File: src/rtl/indicator_flash_controller.sv
// Turn-indicator sequencer: arbitrates hazard, held lever and comfort-tap requests
// and drives registered left/right lamps with a fixed 50% duty blink cadence.
module indicator_flash_controller #(
  parameter int HALF_PERIOD     = 8,
  parameter int COMFORT_FLASHES = 3,
  parameter int CNT_W           = 8
) (
  input  logic       clk,
  input  logic       rst,
  input  logic       hazard_req,
  input  logic       left_req,
  input  logic       right_req,
  input  logic       tap_left,
  input  logic       tap_right,
  output logic       left_lamp,
  output logic       right_lamp,
  output logic [2:0] mode,
  output logic       comfort_done
);

  localparam int FCNT_W = (COMFORT_FLASHES < 2) ? 1 : $clog2(COMFORT_FLASHES + 1);

  typedef enum logic [2:0] {
    S_IDLE   = 3'd0,
    S_LEFT   = 3'd1,
    S_RIGHT  = 3'd2,
    S_HAZARD = 3'd3,
    S_COMF_L = 3'd4,
    S_COMF_R = 3'd5
  } state_t;

  state_t            state_q, state_d;
  logic [CNT_W-1:0]  cnt_q, cnt_d;
  logic              phase_q, phase_d;
  logic [FCNT_W-1:0] fcnt_q, fcnt_d;
  logic              left_lamp_q, left_lamp_d;
  logic              right_lamp_q, right_lamp_d;
  logic              done_q, done_d;

  logic tap_l_v, tap_r_v, wrap, in_comf, comf_end, retap;

  always_comb begin
    // Simultaneous taps cancel each other out.
    tap_l_v  = tap_left & ~tap_right;
    tap_r_v  = tap_right & ~tap_left;
    wrap     = (cnt_q == CNT_W'(HALF_PERIOD - 1));
    in_comf  = (state_q == S_COMF_L) || (state_q == S_COMF_R);
    comf_end = in_comf && wrap && !phase_q && (fcnt_q == FCNT_W'(COMFORT_FLASHES - 1));
    retap    = ((state_q == S_COMF_L) && tap_l_v) || ((state_q == S_COMF_R) && tap_r_v);

    if (hazard_req || (left_req && right_req)) state_d = S_HAZARD;
    else if (left_req)                         state_d = S_LEFT;
    else if (right_req)                        state_d = S_RIGHT;
    else if (tap_l_v)                          state_d = S_COMF_L;
    else if (tap_r_v)                          state_d = S_COMF_R;
    else if (in_comf && !comf_end)             state_d = state_q;
    else                                       state_d = S_IDLE;

    cnt_d   = '0;
    phase_d = 1'b1;
    fcnt_d  = '0;
    if ((state_d != S_IDLE) && (state_d == state_q)) begin
      cnt_d   = wrap ? '0 : cnt_q + 1'b1;
      phase_d = wrap ? ~phase_q : phase_q;
      fcnt_d  = fcnt_q;
      if (in_comf && wrap && !phase_q) fcnt_d = fcnt_q + 1'b1;
      // A same-side re-tap extends the sequence without disturbing the cadence.
      if (retap) fcnt_d = '0;
    end

    left_lamp_d  = phase_d && ((state_d == S_LEFT) || (state_d == S_COMF_L) || (state_d == S_HAZARD));
    right_lamp_d = phase_d && ((state_d == S_RIGHT) || (state_d == S_COMF_R) || (state_d == S_HAZARD));
    done_d       = comf_end && (state_d == S_IDLE);
  end

  always_ff @(posedge clk or posedge rst) begin
    if (rst) begin
      state_q      <= S_IDLE;
      cnt_q        <= '0;
      phase_q      <= 1'b1;
      fcnt_q       <= '0;
      left_lamp_q  <= 1'b0;
      right_lamp_q <= 1'b0;
      done_q       <= 1'b0;
    end else begin
      state_q      <= state_d;
      cnt_q        <= cnt_d;
      phase_q      <= phase_d;
      fcnt_q       <= fcnt_d;
      left_lamp_q  <= left_lamp_d;
      right_lamp_q <= right_lamp_d;
      done_q       <= done_d;
    end
  end

  assign left_lamp    = left_lamp_q;
  assign right_lamp   = right_lamp_q;
  assign mode         = state_q;
  assign comfort_done = done_q;

endmodule

File: config.mk
export PLATFORM = sky130hd
export DESIGN_NAME = indicator_flash_controller
export DESIGN_NICKNAME = d
export VERILOG_FILES = /design/src/rtl/indicator_flash_controller.sv
export SDC_FILE = /design/constraint.sdc
export NUM_CORES = 1
export LEC_CHECK = 0
export CAP_MARGIN = 10
export CORE_MARGIN = 10
export CORE_UTILIZATION = 45
export DETAILED_ROUTE_END_ITERATION = 8
export HOLD_SLACK_MARGIN = 0.06
export PLACE_DENSITY = 0.64
export SETUP_SLACK_MARGIN = 0.02
export SKIP_CTS_REPAIR_TIMING = 1
export SLEW_MARGIN = 30
export SYNTH_ARGS = -nofsm -noshare
export SYNTH_HDL_FRONTEND = slang
export SYNTH_SLANG_ARGS = --single-unit
File: constraint.sdc
create_clock -name clk -period 4.8 [get_ports clk]
set_input_delay 0.48 -clock clk [delete_from_list [all_inputs] [get_ports clk]]
set_output_delay 0.48 -clock clk [all_outputs]
set_load 0.01 [all_outputs]
==> impl_metrics.json <==
{
  "status": "completed",
  "yosysUniqueCellTypes": 40,
  "ios": 13,
  "ys_warn_count": 0,
  "p_int_mw": 0.198,
  "maxCapViolations": 0,
  "htreeDepth": 1,
  "p_leak_nw": 0.472,
  "die_y_um": 66.9,
  "power_mw": 0.270,
  "syn-num-nets": 108,
  "clock.fmax_mhz": 462,
  "synth_seq_area_share_pct": 43.1,
  "area_delta_synth_final_pct": 17.2,
  "antenna_found_initial": 0,
  "nets": 124,
  "crit_type": "in -> reg",
  "grt_use_total_pct": 9.27,
  "cp-start-kind": "input pin",
  "drc": 0,
  "multi_input_comb_area_um2": 538,
  "wl_per_cell_um": 13.6,
  "rsz0062_at_grt": "no",
  "power.density_nw_per_um2": 232,
  "p_sw_share_pct": 26.7,
  "drtAntennaViolNets": 0,
  "clockPowerShare_pct": 28.1,
  "critPathCaptureType": "register",
  "required_ns": 5.02,
  "num_rows": 16,
  "cts_tree": "yes",
  "postSynthAreaPerCell_um2": 10.0,
  "netlist_area_um2": 991,
  "period_minus_slack_ns": 2.16,
  "grt_pass1_wl_mm": 3.22,
  "finalHoldViolCount": 0,
  "avgViaCountPerCell": 5.43,
  "insertion_delay_ns": 0.29,
  "coreArea_um2": 2020,
  "hold_path_class": "reg -> reg",
  "antennaDiodeCount": 0,
  "post_dp_cell_area_um2": 1130,
  "gp_congestion": 0.898,
  "fin_crit_sh_pct": 45.1,
  "pwr-share-comb_pct": 15.3,
  "worstPathMaxFanout": 13,
  "port_buffers": 12,
  "setup_viol": 0,
  "clockRootBuffer": "clkbuf_4",
  "ys_ff_latch": 17,
  "grt_pass1_vias": 713,
  "synth-main-ff-cell": "dfrtp_1",
  "clk_pin_slew_worst_paths_ns": 0.10,
  "finalSetupTns_ns": 0,
  "via_count": 765,
  "drive_gt1_share_pct": 13.2,
  "critPathArrivalTime_ns": 2.39,
  "drt_iter0_drc": 10,
  "clock_path_buffers": 2,
  "grt_overflow": 0,
  "p_sw_mw": 0.0720,
  "regArea_um2": 427,
  "async_flop_share_pct": 100,
  "worst_pin_slew_ns": 0.630,
  "fillers": 183,
  "grt_max_degree": 18,
  "synth_edf_count": 0,
  "slew_violations": 0,
  "fin_area_um2": 1160,
  "die_area_um2": 4480,
  "start_util_pct": 49.0,
  "cts_buffers": 3,
  "wl_mm": 1.92,
  "skew_ns": 0.00101,
  "drt-pass1-iter-count": 4,
  "ir_drop_uv": 154,
  "clkSinkCount": 17,
  "slew_headroom_pct": 57.9,
  "place_hpwl_mm": 1.46,
  "p_seq_share_pct": 56.6,
  "synthCells": 99,
  "die_w_um": 66.9
}
[critical path: stages]
cell             delay (ns)
clkdlybuf4s50_1        0.52
or3_4                  0.46
a21oi_1                0.20
nand4_2                0.36
or2_1                  0.36
[placed cells by master (no fill, tap or decap), types with 2 or more instances in the layout]
cell and count:
ha_1 2, clkdlybuf4s50_1 12, or2_1 2, nand3_1 6, xnor2_1 4, dfrtp_1 16
nor3_2 3, xor2_1 4, clkbuf_4 3, inv_1 4, nor2b_1 3, o21ai_0 2
and3_1 2, nand2_1 6, nand2b_1 3, nor2_1 15, nor3_1 2
[power groups by stage]
stage | registers [mW] | logic, mW | clock network, mW
after CTS | 0.153 | 0.0417 | 0.0779
final | 0.153 | 0.0412 | 0.0757
after global placement | 0.155 | 0.0415 | 0
after global routing | 0.153 | 0.0468 | 0.0848
after detailed placement | 0.155 | 0.0415 | 0
after floorplan | 0.156 | 0.0266 | 0
[through the flow]
stage          cells  hold WS, ns  setup WS (ns)  util [%]
2_1_floorplan     99        0.405           3.17         -
3_3_place_gp     137        0.458           2.41      56.1
3_5_place_dp     137        0.462           2.33      56.1
4_1_cts          141        0.475           2.65      57.4
5_1_grt          141        0.481           2.56      57.4
6_report         141        0.475           2.64      57.4
[cell usage after synthesis, types with 2 or more instances]
master,instances,area (um2)
dfrtp_1,16,400
nor2_1,15,56.3
nand2_1,6,22.5
nand3_1,6,30.0
inv_1,4,15.0
xnor2_1,4,35.0
xor2_1,4,35.0
nand2b_1,3,18.8
nor2b_1,3,18.8
nor3_2,3,30.0
and3_1,2,12.5
ha_1,2,25.0
nor3_1,2,10.0
o21ai_0,2,10.0
or2_1,2,12.5
[sequential cells by signal, indices dropped and copies added (netlist names)]
register and count:
fcnt_q 2, mode 3, left_lamp 1, comfort_done 1, right_lamp 1, phase_q 1
cnt_q 8
[cell families after synthesis]
| group | Yosys count | share of synthesized area, % |
|---|---|---|
| adders and majority gates | 2 | 2.52 |
| buffers and inverters | 5 | 2.65 |
| muxes | 1 | 1.01 |
| and+or+nand+nor | 50 | 30.6 |
| xor gates and xnor gates | 8 | 7.07 |
| DFF | 17 | 43.1 |
| AOI/OAI and AO/OA | 16 | 13.1 |
[path summary, 6_finish.rpt]
path                                start  slack [ns]       end  cells after the start
worst min register to register   cnt_q[0]        0.48  cnt_q[0]                      1
worst min-delay path             cnt_q[0]        0.48  cnt_q[0]                      1
max in group asynchronous             rst        3.83  cnt_q[0]                      2
worst max-delay path            right_req        2.64   phase_q                      5
worst max register to register   cnt_q[0]        2.80   phase_q                      6
min in group asynchronous             rst        0.56   mode[2]                      2
[cell type report]
type                    instances  area share [%]
well taps                      27            2.91
inverters                       4            1.29
repair buffers                 12            10.3
clock inverters                 1           0.431
multi-input cells              77            46.3
flip-flops and latches         17            36.7
clock buffers                   3            1.94
[metal layers]
metal	vias to the layer above	part of all wire (%)	wire [um]	GRT usage, %
met4	0	1.7	33	4.87
met2	13	42	807	13.3
met5	-	0	0	0
met1	369	50	958	11.7
met3	5	6.1	117	3.51
li1	378	-	-	-
No activity file was read; power rests on OpenSTA's default activity.
